File: config.mk
export PLATFORM = sky130hd
export DESIGN_NAME = imem_loadable
export DESIGN_NICKNAME = d
export VERILOG_FILES = /design/src/rtl/imem_loadable.sv
export SDC_FILE = /design/constraint.sdc
export NUM_CORES = 1
export LEC_CHECK = 0
export CAP_MARGIN = 20
export CORE_AREA = 2 2 352 354
export DETAILED_ROUTE_END_ITERATION = 10
export DIE_AREA = 0 0 354 356
export GPL_TIMING_DRIVEN = 0
export SYNTH_ARGS = -nofsm -noshare
export SYNTH_HDL_FRONTEND = slang
export SYNTH_SLANG_ARGS = --single-unit
File: constraint.sdc
create_clock -name clk -period 3.36 [get_ports clk]
set_input_delay 0.84 -clock clk [delete_from_list [all_inputs] [get_ports clk]]
set_output_delay 0.84 -clock clk [all_outputs]
set_load 0.05 [all_outputs]
File: src/rtl/imem_loadable.sv
// Byte-addressable instruction memory with a serial byte loader and a registered 32-bit fetch port.
// Define IMEM_BOUNDS_CHECK_EN to fault misaligned or out-of-range fetches instead of wrapping them.
module imem_loadable #(
  parameter int unsigned DEPTH_BYTES = 128,
  parameter int unsigned ADDR_W      = 32,
  parameter logic [31:0] NOP_WORD    = 32'h00000013
) (
  input  logic                           clk,
  input  logic                           reset,
  input  logic                           load_en,
  input  logic                           load_valid,
  input  logic [7:0]                     load_data,
  output logic                           load_ready,
  output logic                           load_done,
  output logic [$clog2(DEPTH_BYTES):0]   load_count,
  output logic                           busy,
  input  logic                           fetch_req,
  input  logic [ADDR_W-1:0]              fetch_pc,
  output logic                           fetch_valid,
  output logic [31:0]                    instruction_code,
  output logic                           fetch_fault
);

  localparam int unsigned AW = $clog2(DEPTH_BYTES);
  localparam int unsigned CW = AW + 1;

  typedef enum logic {
    IDLE,
    LOAD
  } state_t;

  state_t         state;
  logic [AW-1:0]  ptr;
  logic           wait_low;
  logic [7:0]     mem [DEPTH_BYTES];

  logic           accept;
  logic           last_byte;
  logic [AW-3:0]  widx;
  logic [31:0]    rd_word;
  logic           fault_c;

  assign accept    = (state == LOAD) && load_valid;
  assign last_byte = (ptr == AW'(DEPTH_BYTES - 1));
  assign widx      = fetch_pc[AW-1:2];

  // Storage has no reset so contents survive a reset pulse mid-load.
  always_ff @(posedge clk) begin
    if (accept) begin
      mem[ptr] <= load_data;
    end
  end

  always_comb begin
    rd_word = {mem[{widx, 2'b11}], mem[{widx, 2'b10}], mem[{widx, 2'b01}], mem[{widx, 2'b00}]};
  end

`ifdef IMEM_BOUNDS_CHECK_EN
  always_comb begin
    fault_c = (fetch_pc[1:0] != 2'b00) || (fetch_pc > ADDR_W'(DEPTH_BYTES - 4));
  end
`else
  logic unused_pc_bits;
  assign unused_pc_bits = ^{fetch_pc[ADDR_W-1:AW], fetch_pc[1:0]};

  always_comb begin
    fault_c = 1'b0;
  end
`endif

  // wait_low blocks re-entry after a full-memory auto-exit until load_en has been seen low.
  always_ff @(posedge clk or negedge reset) begin
    if (!reset) begin
      state      <= IDLE;
      ptr        <= '0;
      wait_low   <= 1'b0;
      load_ready <= 1'b0;
      busy       <= 1'b0;
      load_done  <= 1'b0;
      load_count <= '0;
    end else begin
      load_done <= 1'b0;
      case (state)
        IDLE: begin
          if (!load_en) begin
            wait_low <= 1'b0;
          end
          if (load_en && !wait_low) begin
            state      <= LOAD;
            ptr        <= '0;
            load_ready <= 1'b1;
            busy       <= 1'b1;
          end
        end
        LOAD: begin
          if (accept) begin
            ptr <= ptr + AW'(1);
          end
          if (!load_en || (accept && last_byte)) begin
            state      <= IDLE;
            load_ready <= 1'b0;
            busy       <= 1'b0;
            load_done  <= 1'b1;
            load_count <= CW'(ptr) + CW'(accept);
            wait_low   <= load_en;
          end
        end
        default: begin
          state <= IDLE;
        end
      endcase
    end
  end

  always_ff @(posedge clk or negedge reset) begin
    if (!reset) begin
      fetch_valid      <= 1'b0;
      instruction_code <= '0;
      fetch_fault      <= 1'b0;
    end else begin
      fetch_valid <= 1'b0;
      if ((state == IDLE) && fetch_req) begin
        fetch_valid      <= 1'b1;
        fetch_fault      <= fault_c;
        instruction_code <= fault_c ? NOP_WORD : rd_word;
      end
    end
  end

endmodule

* Word-level counts from Yosys, hierarchy flattened
Memories as Yosys holds them, arrays and structs flattened. A register that Yosys moved wholly into a read port is not among the register bits. Cells that the tools add are included.
Operators by class: multiply operators 0, reductions and logical operators 15, $add $sub $neg 2, shift operators 0, bitwise gates (word level) 1, magnitude comparators 0, divide/modulo/power cells 0, mux-type cells 17, eq/ne operators 5
Operator list (number):
- $mux W7 | 2
- $pmux W7 S2 | 1
- $mux W1 | 11
- $add A7 B1 Y8 | 1
- $reduce_and A2 Y1 | 4
- $add A7 B1 Y7 const B | 1
- $eq A7 B7 Y1 const B | 1
- $logic_not A1 Y1 | 6
- $pmux W1 S2 | 3
- $logic_and A1 B1 Y1 | 4
- $ne A2 B1 Y1 const B | 2
- $ne A2 B2 Y1 const B | 2
- $logic_or A1 B1 Y1 | 1
- $not A1 Y1 | 1
Word-level totals: bits in read-only memories 0, memories 1, logic and storage cells 48, latch bits 0, output and inout port bits 45, memory bits (writable) 1024, input port bits 45, register bits 20
Memory list:
- mem | words 128, bits a word 8, read ports 4, clocked after Yosys merged registers in 4, wr ports 1, RTL line 35 | logic [7:0] mem [DEPTH_BYTES];

* Longest topological paths before layout
Gate-level depths: netlist of run 1.
depth in word-level cells 5, mapped depth 8, depth with buffers taken out 7

* Worst setup path after synthesis of run 1
OpenSTA, ideal clock, no wires.
path type input port to flip-flop, start in load_valid, end mem mem[0][0] (enable), buffers on the path 0, data required time 2965 ps, data arrival time 2187 ps, library setup time 395 ps, setup slack 779 ps, stages on the path 4, cells stage by stage nand2_1 -> inv_2 -> nand3_1 -> nor4_1
Between the ends: longest elaborated chain between the ends 3
Ends and longest elaborated chain:
- start, declared | RTL line 11 | input logic load_valid,
- $logic_and A1 B1 Y1 | RTL line 43 | assign accept = (state == LOAD) && load_valid;
- $mux W1 | RTL line 49 | if (accept) begin
- $mux W1 (not written as such) | RTL line 50 | mem[ptr] <= load_data;
- end, declared | RTL line 35
Every way passes these cells.

==> results of run 1 <==
[synth_stat cells, drive strengths merged, types with 4 or more instances]
library cell and number:
nand2 52, mux2 8, dfrtp 52, edfxtp 1024, xor2 6, a221oi 64
or2 6, mux2i 512, o22ai 32, clkbuf 81, a22o 64, buf 73
nor2b 8, nand2b 4, nand3 16, o41ai 32, a22oi 128, a21oi 64
nor2 136
[metal layers]
layer | part of all wire | routed length [um] | track usage
met4 | 0.045 | 5930 | 0.0914
met1 | 0.39 | 51300 | 0.263
met5 | 0.000099 | 13 | 0
met2 | 0.47 | 60900 | 0.325
met3 | 0.098 | 12800 | 0.0457
[area by class of cell]
cell class / count / area share
diodes: 3 / 0.000152
plain buffers: 154 / 0.0195
clock buffers: 126 / 0.0568
clock inverters: 71 / 0.0162
inverters: 3 / 0.000228
multi-input cells: 1159 / 0.195
flip-flops and latches: 1076 / 0.650
well taps: 1637 / 0.0416
repair buffers: 82 / 0.0203
[repair_timing]
action	4_1_cts	5_1_grt
gates resized for setup	22	33
endpoints found under the setup margin	40	102
pin swaps	0	1
[report_power, final]
part	internal (mW)	switching (mW)
Combinational	0.864	1.97
Clock	7.19	5.07
Sequential	14.9	0.229
[path summary, 6_finish.rpt]
path | from | to | slack [ps] | cells past startpoint
worst min-delay path | reset | load_count[6] | 280 | 1
min in group clk | wait_low | wait_low | 500 | 1
worst min register to register | wait_low | wait_low | 500 | 1
worst max register to register | ptr[0] | mem[59][0] | 0 | 5
max in group asynchronous | reset | instruction_code[3] | 2450 | 1
worst max-delay path | fetch_pc[3] | instruction_code[28] | -20 | 8
[sequential cells by signal, indices dropped and copies added (netlist names)]
name              flops
fetch_valid           1
load_count            8
busy                  1
mem                1024
state                 1
ptr                   7
wait_low              1
load_done             1
instruction_code     32
[stage by stage]
stage / area, um2 / utilization / power (mW) / instances
2_1_floorplan: 42500 / - / 16.8 / 2392
3_3_place_gp: 45100 / 0.368 / 18.1 / 4089
3_5_place_dp: 45500 / 0.371 / 18.2 / 4107
4_1_cts: 49200 / 0.401 / 30.2 / 4304
5_1_grt: 49300 / 0.402 / 30.9 / 4308
6_report: 49300 / 0.402 / 30.2 / 4311
[layout by cell type, fill, tap and decap left out, types with 51 or more instances in the layout]
cell type and n:
edfxtp_1 1024, mux2i_1 512, a22oi_1 128, nor2_1 123, clkbuf_16 108, clkbuf_1 79
a22o_1 64, a21oi_1 63, a221oi_1 54, nand2_1 52, dfrtp_1 52, clkdlybuf4s50_1 51
[cell families after synthesis]
logic type,Yosys count
other,1
AOI/OAI and AO/OA,391
DFF,1076
muxes,520
buffers and inverters,157
and+or+nand+nor,235
adders and majority gates,3
xor gates and xnor gates,9
==> impl_metrics.csv, run 1 <==
group,metric,value,unit
pwr,leakage,16.9,nW
logic_synthesis,synth_nets,2440,
global_route,antenna_found_initial,4,
logic_synthesis,synth_seq_cells,1076,
timing,setup_violations,4,
global_route,grt_pass1_wl,180,mm
clock_tree,cts_hold_buf,0,
logic_synthesis,ys_seq_area_frac,0.754,
floorplan,pin_count,90,
detailed_routing,drt_iter0_drc,3415,
logic_synthesis,yosysTopAreaCell,"edfxtp_1",
clock_tree,cts_buffers,106,
logic_synthesis,yosys.area_share.adder,0.000883,
place,portBuffers,60,
place,routabilityCongestion,0.895,
detailed_routing,wl_per_cell,30.4,um
worst_setup_path,cpLargestDelayFamily,"buffers and inverters",
global_route,grt_max_degree,89,
clock_tree,cts_tree,"built",
finish,multi_input_area,0.00961,mm2
logic_synthesis,synth.avg_cell_area,17.8,um2
detailed_routing,detail-route-antenna-nets,0,
finish,regArea,0.0321,mm2
clock_tree,clock_latency,690,ps
timing,fin_setup_tns,-31.3,ps
worst_setup_path,cp_cell_sequence,"clkdlybuf4s50_1, nor2_1, buf_2, clkdlybuf4s15_2, clkbuf_1, a22oi_1, a21oi_1, o41ai_2",
timing,fin_skew,34.5,ps
worst_setup_path,crit_fanout,10,
finish,drive_gt1_frac,0.132,
floorplan,num_rows,129,
worst_setup_path,cp-end-kind,"flip-flop",
run,cap_violations,0,
clock_tree,cts.htree.levels,3,
logic_synthesis,synthCells,2392,
timing,min_period,3380,ps
place,dp_hpwl,88.1,mm
timing,final_hold_viol_count,0,
worst_setup_path,path_buf_inv,4,
logic_synthesis,synth_warnings,0,
logic_synthesis,synth_area_leaders,"edfxtp_1, mux2i_1, dfrtp_1",
floorplan,die_h,356,um
logic_synthesis,synthMuxAreaShare,0.123,
worst_setup_path,cp-start-kind,"primary input",
worst_setup_path,max_stage_delay,660,ps
clock_tree,clockBufferDepth,3,
logic_synthesis,ys.flop_type,"edfxtp_1",
detailed_routing,wl,131,mm
floorplan,start_util,0.346,
logic_synthesis,async_flop_share,0.0483,
global_route,grt_pass1_vias,23733,
logic_synthesis,netlist-cell-type-count,44,
hold_path,worst_hold_path_type,"primary input to asynchronous set/reset pin",
logic_synthesis,synth-simple-area-share,0.0232,
worst_setup_path,path_class,"primary input to flip-flop",
logic_synthesis,syn_area,0.0425,mm2
global_route,grt_usage,0.203,
outcome,status,"finished, violations left",
place,place_ws,-1170,ps
clock_tree,clk_pin_slew,60,ps
floorplan,die-area,0.126,mm2
detailed_routing,drt-vias-per-instance,5.59,
logic_synthesis,synth_top_family_by_area,"multiplexers",
logic_synthesis,synth_compound_area_frac,0.0761,
logic_synthesis,synth_top_area_frac,0.724,
finish,nets,2630,
timing,fin_crit_sh,1.00,
global_route,grt-ovfl-total,0,
timing,slew_headroom,0.132,
finish,syn_to_final_growth,16.0,%
pwr,vdd_drop_max,0.361,mV
finish,n_fill_cell,11019,
worst_setup_path,cp.required,3890,ps
detailed_routing,dr.pass1.iters,7,
clock_tree,cts.sinks,1076,
detailed_routing,drc,0,
worst_setup_path,cpMaxStageDelayCell,"clkdlybuf4s15_2",
logic_synthesis,synth-edff-count,1024,
timing,rsz0062_at_grt,"true",
floorplan,core_area,0.123,mm2
timing,drv_slew,0,
clock_tree,postCtsSetupRepairBufs,0,
logic_synthesis,synth_xor_xnor_area_share,0.00185,
worst_setup_path,arrival,3900,ps
pwr,p_per_area,613,mW/mm2
floorplan,die_w,354,um
clock_tree,cts-root-buf,"clkbuf_16",
timing,layout_setup_ws,-15.2,ps
timing,tightest_slew,1300,ps
timing,worst_hold_slack,284,ps
detailed_routing,dr_total_vias,24081,
timing,max_freq,296,MHz
outcome,violations,"setup timing",
Note: power is estimated with default switching activity, not from simulation.
==> run 2, diff against run 1 <==
- ABC_CLOCK_PERIOD_IN_PS: not set -> 3360
- RECOVER_POWER: not set -> 50
==> run 2 against run 1 <==
Compared with the run above:
- clock power hardly changed
- power barely moved
- sequential power hardly changed
- fmax down 1.3%
- setup slack got worse by 43 ps
- critical endpoint is now instruction_code[14]
- register-to-register slack about the same
- via count is essentially flat
- critical path depth unchanged
- the run ends with capacitance limit, slew limit, setup timing left
- first-iteration DRC count decreased by 2.8%
- die area stayed put
- flip-flop and latch count unchanged
==> impl_metrics.csv, run 2 (same netlist as run 1, synthesis figures left out) <==
group,metric,value,unit
outcome,status,"finished, violations left",
outcome,violations,"capacitance limit, slew limit, setup timing",
clock_tree,cts_buffers,106,
worst_setup_path,cp-start-kind,"primary input",
worst_setup_path,cpMaxStageDelayCell,"clkdlybuf4s15_2",
floorplan,pin_count,90,
clock_tree,clk_pin_slew,60,ps
detailed_routing,wl,131,mm
timing,layout_setup_ws,-58.7,ps
clock_tree,postCtsSetupRepairBufs,0,
global_route,grt_max_degree,89,
clock_tree,clock_latency,690,ps
place,routabilityCongestion,0.895,
floorplan,start_util,0.346,
global_route,grt_pass1_vias,23733,
finish,utilization,0.401,
timing,slew_headroom,-0.892,
timing,max_freq,293,MHz
clock_tree,cts_tree,"built",
timing,setup_violations,6,
floorplan,core_area,0.123,mm2
detailed_routing,detail-route-antenna-nets,0,
detailed_routing,dr.pass1.iters,6,
worst_setup_path,arrival,3930,ps
finish,regMostFlops,"mem",
floorplan,die_h,356,um
global_route,grt_usage,0.203,
detailed_routing,drc,0,
timing,fin_skew,36.3,ps
pwr,vdd_drop_max,0.363,mV
detailed_routing,drt-vias-per-instance,5.58,
timing,min_period,3420,ps
run,cap_violations,9,
detailed_routing,drt_iter0_drc,3320,
finish,largest_reg_flops,1024,
clock_tree,cts.sinks,1076,
timing,final_hold_viol_count,0,
place,dp_hpwl,88.1,mm
floorplan,die_w,354,um
timing,drv_slew,522,
hold_path,hold_path_startpoint,"wait_low",
pwr,leakage,16.8,nW
timing,rsz0062_at_grt,"true",
timing,fin_setup_tns,-131,ps
floorplan,num_rows,129,
worst_setup_path,cp_cell_sequence,"clkdlybuf4s50_1, nor2_1, buf_2, clkdlybuf4s15_2, clkbuf_2, a22oi_1, a21oi_1, o41ai_2",
clock_tree,clockBufferDepth,3,
finish,final_common_cell,"edfxtp_1",
floorplan,die-area,0.126,mm2
worst_setup_path,crit_fanout,10,
worst_setup_path,worstReg2RegStart,"ptr[1]",
detailed_routing,wl_per_cell,30.4,um
detailed_routing,dr_total_vias,24068,
finish,syn_to_final_growth,15.7,%
global_route,grt_pass1_wl,180,mm
clock_tree,cts.htree.levels,3,
pwr,p_total,30.2,mW
worst_setup_path,worstSetupStartpoint,"fetch_pc[3]",
worst_setup_path,cp-end-kind,"flip-flop",
pwr,p_per_area,614,mW/mm2
worst_setup_path,max_stage_delay,680,ps
global_route,grt-ovfl-total,0,
finish,drive_gt1_frac,0.130,
finish,mostFrequentLayoutCells,"edfxtp_1, mux2i_1, a22oi_1, nor2_1, clkbuf_16",
clock_tree,cts_hold_buf,0,
place,portBuffers,60,
worst_setup_path,cp.required,3870,ps
finish,nets,2630,
finish,design_area,0.0492,mm2
finish,n_fill_cell,11036,
timing,tightest_slew,2840,ps
global_route,antenna_found_initial,4,
clock_tree,cts-root-buf,"clkbuf_16",
worst_setup_path,path_class,"primary input to flip-flop",
finish,reg_top3,"mem x1024, instruction_code x32, load_count x8",
timing,fin_crit_sh,1.02,
hold_path,worst_hold_path_type,"flip-flop to flip-flop",
place,place_area,0.0455,mm2
run 2: cell count changes in the layout (fill, tap and decap cells not counted), sizes merged:
cell and delta:
dlygate4sd3 +1, clkdlybuf4s50 -1, clkbuf +13, buf -13
run 2: cell type report:
class	instances	area, um2	area share
sequential	1076	32100	0.652
multi-input combinational	1159	9610	0.195
clock buffer	126	2800	0.0569
tap	1637	2050	0.0417
buffer	154	963	0.0196
timing repair buffer	82	886	0.0180
clock inverter	71	801	0.0163
inverter	3	11.3	0.000229
antenna	3	7.51	0.000153
run 2: critical path: cells and delay by family:
kind            cells  cell delay [ps]
buf+inv             4             2000
simple gates        1              170
compound gates      3              890
run 2: power breakdown:
group	internal, mW	switching, mW	total [mW]
combinational	0.850	1.97	2.82
clock	7.19	5.06	12.2
sequential	14.9	0.229	15.1
run 2: per-layer routing:
| metal | GRT usage | up-vias | wire length [um] |
|---|---|---|---|
| met5 | 0 | - | 13 |
| met4 | 0.0914 | 2 | 5950 |
| met3 | 0.0457 | 275 | 12600 |
| met2 | 0.325 | 1382 | 60800 |
| met1 | 0.263 | 12419 | 51500 |
| li1 | - | 9990 | - |
run 2: final timing paths:
check / slack (ps) / to / cells after the start
max in group asynchronous: 1600 / instruction_code[3] / 1
max: -60 / instruction_code[14] / 8
min in group asynchronous: 640 / load_count[6] / 1
min: 500 / wait_low / 1
max reg2reg: 0 / mem[91][3] / 5
min reg2reg: 500 / wait_low / 1
run 2: timing repair:
action,CTS,global route
setup endpoints to repair,40,102
resized for setup,22,33
pin swaps,0,1
run 2: stage by stage:
step	cells	hold WS, ps	worst slack, ps
floorplan	2392	464	779
global placement	4089	480	-2450
detailed placement	4107	487	-1170
CTS	4304	286	-13.1
global route	4308	529	-45.9
finish	4311	504	-58.7
==> run 3, diff against run 2 <==
- CELL_PAD_IN_SITES_DETAIL_PLACEMENT: not set -> 1
- CELL_PAD_IN_SITES_GLOBAL_PLACEMENT: not set -> 2
- PLACE_DENSITY_LB_ADDON: not set -> 0.1
==> run 3 against run 2 <==
Compared with the run above:
- clock power about the same
- setup slack worse by 92 ps
- highest routed layer is now met4
- routed wire length grew 10%
- sequential power about the same
- via count shrank 3.0%
- clock skew down 18 ps
- register-to-register slack got worse by 30 ps
- first-iteration DRC count down 39%
- the flow still finishes with violations (capacitance limit, slew limit, setup timing)
- fmax is 2.6% lower
==> impl_metrics.csv, run 3 (same netlist as run 1, synthesis figures left out) <==
group,metric,value,unit
timing,final_hold_viol_count,0,
worst_setup_path,reg2reg_to,"mem[88][1]",
finish,reg_top3,"mem x1024, instruction_code x32, load_count x8",
pwr,power_frac_seq,0.499,
place,dp_hpwl,98.7,mm
global_route,grt_max_degree,105,
global_route,grt_pass1_vias,24317,
worst_setup_path,cp-end-kind,"flip-flop",
timing,setup_violations,34,
worst_setup_path,r2r_cells,4,
clock_tree,cts.sinks,1076,
floorplan,die_w,354,um
finish,drive_gt1_frac,0.150,
timing,slew_headroom,-0.891,
clock_tree,cts.htree.levels,3,
finish,largest_reg_flops,1024,
pwr,swShare,0.249,
finish,mostFrequentLayoutCells,"edfxtp_1, mux2i_1, a22oi_1, clkbuf_16, clkbuf_1",
worst_setup_path,worstSetupStartpoint,"load_valid",
worst_setup_path,path_class,"primary input to flip-flop",
finish,nets,2655,
outcome,status,"finished, violations left",
floorplan,num_rows,129,
clock_tree,clk_pin_slew,50,ps
pwr,p_int,22.8,mW
finish,regMostFlops,"mem",
worst_setup_path,arrival,3830,ps
detailed_routing,wl,144,mm
finish,utilization,0.403,
timing,fin_crit_sh,1.04,
detailed_routing,drt-vias-per-instance,5.37,
clock_tree,cts_buffers,118,
timing,rsz0062_at_grt,"true",
pwr,p_total,30.3,mW
detailed_routing,detail-route-antenna-nets,0,
clock_tree,cts-root-buf,"clkbuf_16",
worst_setup_path,crit_fanout,11,
floorplan,pin_count,90,
global_route,grt_pass1_wl,198,mm
hold_path,worst_hold_path_type,"primary input to asynchronous set/reset pin",
global_route,grt-ovfl-total,0,
worst_setup_path,rrSetupSlack,-30,ps
global_route,antenna_found_initial,5,
pwr,clockPowerShare,0.406,
floorplan,core_area,0.123,mm2
detailed_routing,drt_iter0_drc,2031,
timing,tightest_slew,2840,ps
pwr,p_per_area,613,mW/mm2
timing,drv_slew,373,
detailed_routing,dr_total_vias,23343,
floorplan,start_util,0.346,
clock_tree,clock_latency,710,ps
detailed_routing,dr.pass1.iters,5,
clock_tree,clockBufferDepth,3,
place,routabilityCongestion,0.806,
worst_setup_path,cp-start-kind,"primary input",
detailed_routing,drc,0,
worst_setup_path,worstReg2RegStart,"ptr[6]",
finish,n_fill_cell,11981,
clock_tree,cts_tree,"built",
finish,syn_to_final_growth,16.4,%
run,cap_violations,7,
timing,min_period,3510,ps
finish,final_common_cell,"edfxtp_1",
pwr,p_sw,7.56,mW
worst_setup_path,cp.required,3680,ps
floorplan,die-area,0.126,mm2
floorplan,die_h,356,um
pwr,leakage,16.9,nW
timing,max_freq,285,MHz
global_route,grt_usage,0.228,
outcome,violations,"capacitance limit, slew limit, setup timing",
pwr,vdd_drop_max,0.418,mV
detailed_routing,wl_per_cell,33.2,um
timing,layout_setup_ws,-150,ps
timing,fin_skew,18.7,ps
pwr,combPwrFrac,0.094,
place,portBuffers,60,
-- run 3: worst max-delay path: stages --
cell,delay (ps)
clkdlybuf4s50_1,490
nand2_1,370
or3_1,580
clkbuf_1,300
clkbuf_1,450
nor2_1,790
-- run 3: cell type report --
cell class	instances	area (um2)	share of cell area
antenna	3	7.51	0.000152
buffer	154	972	0.0197
clock buffer	167	3290	0.0666
clock inverter	54	357	0.00721
inverter	3	11.3	0.000228
multi-input combinational	1159	9770	0.198
sequential	1076	32100	0.648
tap	1637	2050	0.0414
timing repair buffer	95	950	0.0192
-- run 3: power groups by stage --
stage               logic [mW]  registers [mW]  clock network, mW
finish                    2.86            15.1               12.3
global route              3.00            15.1               13.1
CTS                       2.91            15.1               12.6
detailed placement        2.88            15.4                  0
global placement          2.78            15.5                  0
floorplan                 1.09            15.7                  0
-- run 3: metrics by stage --
stage	cells	setup slack [ps]	hold WS, ps	TNS (ps)	cell area (um2)
6_report	4348	-150	452	-2470	49500
5_1_grt	4345	-138	434	-5220	49500
4_1_cts	4339	-202	412	-11980	49400
3_5_place_dp	4117	-1560	491	-473830	45600
3_3_place_gp	4089	-2790	477	-3123990	45100
2_1_floorplan	2392	779	464	0	42500
-- run 3: timing repair --
item,CTS,global route
setup buffers,0,4
pin swaps,1,1
hold endpoints to repair,1,0
cloned,0,0
resized for setup,53,58
hold buffers,1,0
endpoints found under the setup margin,232,326
-- run 3: metal layers --
metal  vias up  global-route usage  wire, um
met2       672               0.377     69600
met5         -                   0         0
li1      10042                   -         -
met3       184              0.0382      7040
met1     12445               0.307     63000
met4         0              0.0729      4640
-- run 3: worst max-delay path by stage --
stage | to | slack, ps
3_5_place_dp | instruction_code[14] | -1560
3_3_place_gp | mem[85][5] | -2790
2_1_floorplan | mem[0][0] | 780
4_1_cts | mem[85][4] | -200
5_1_grt | mem[95][3] | -140
6_report | mem[38][7] | -150
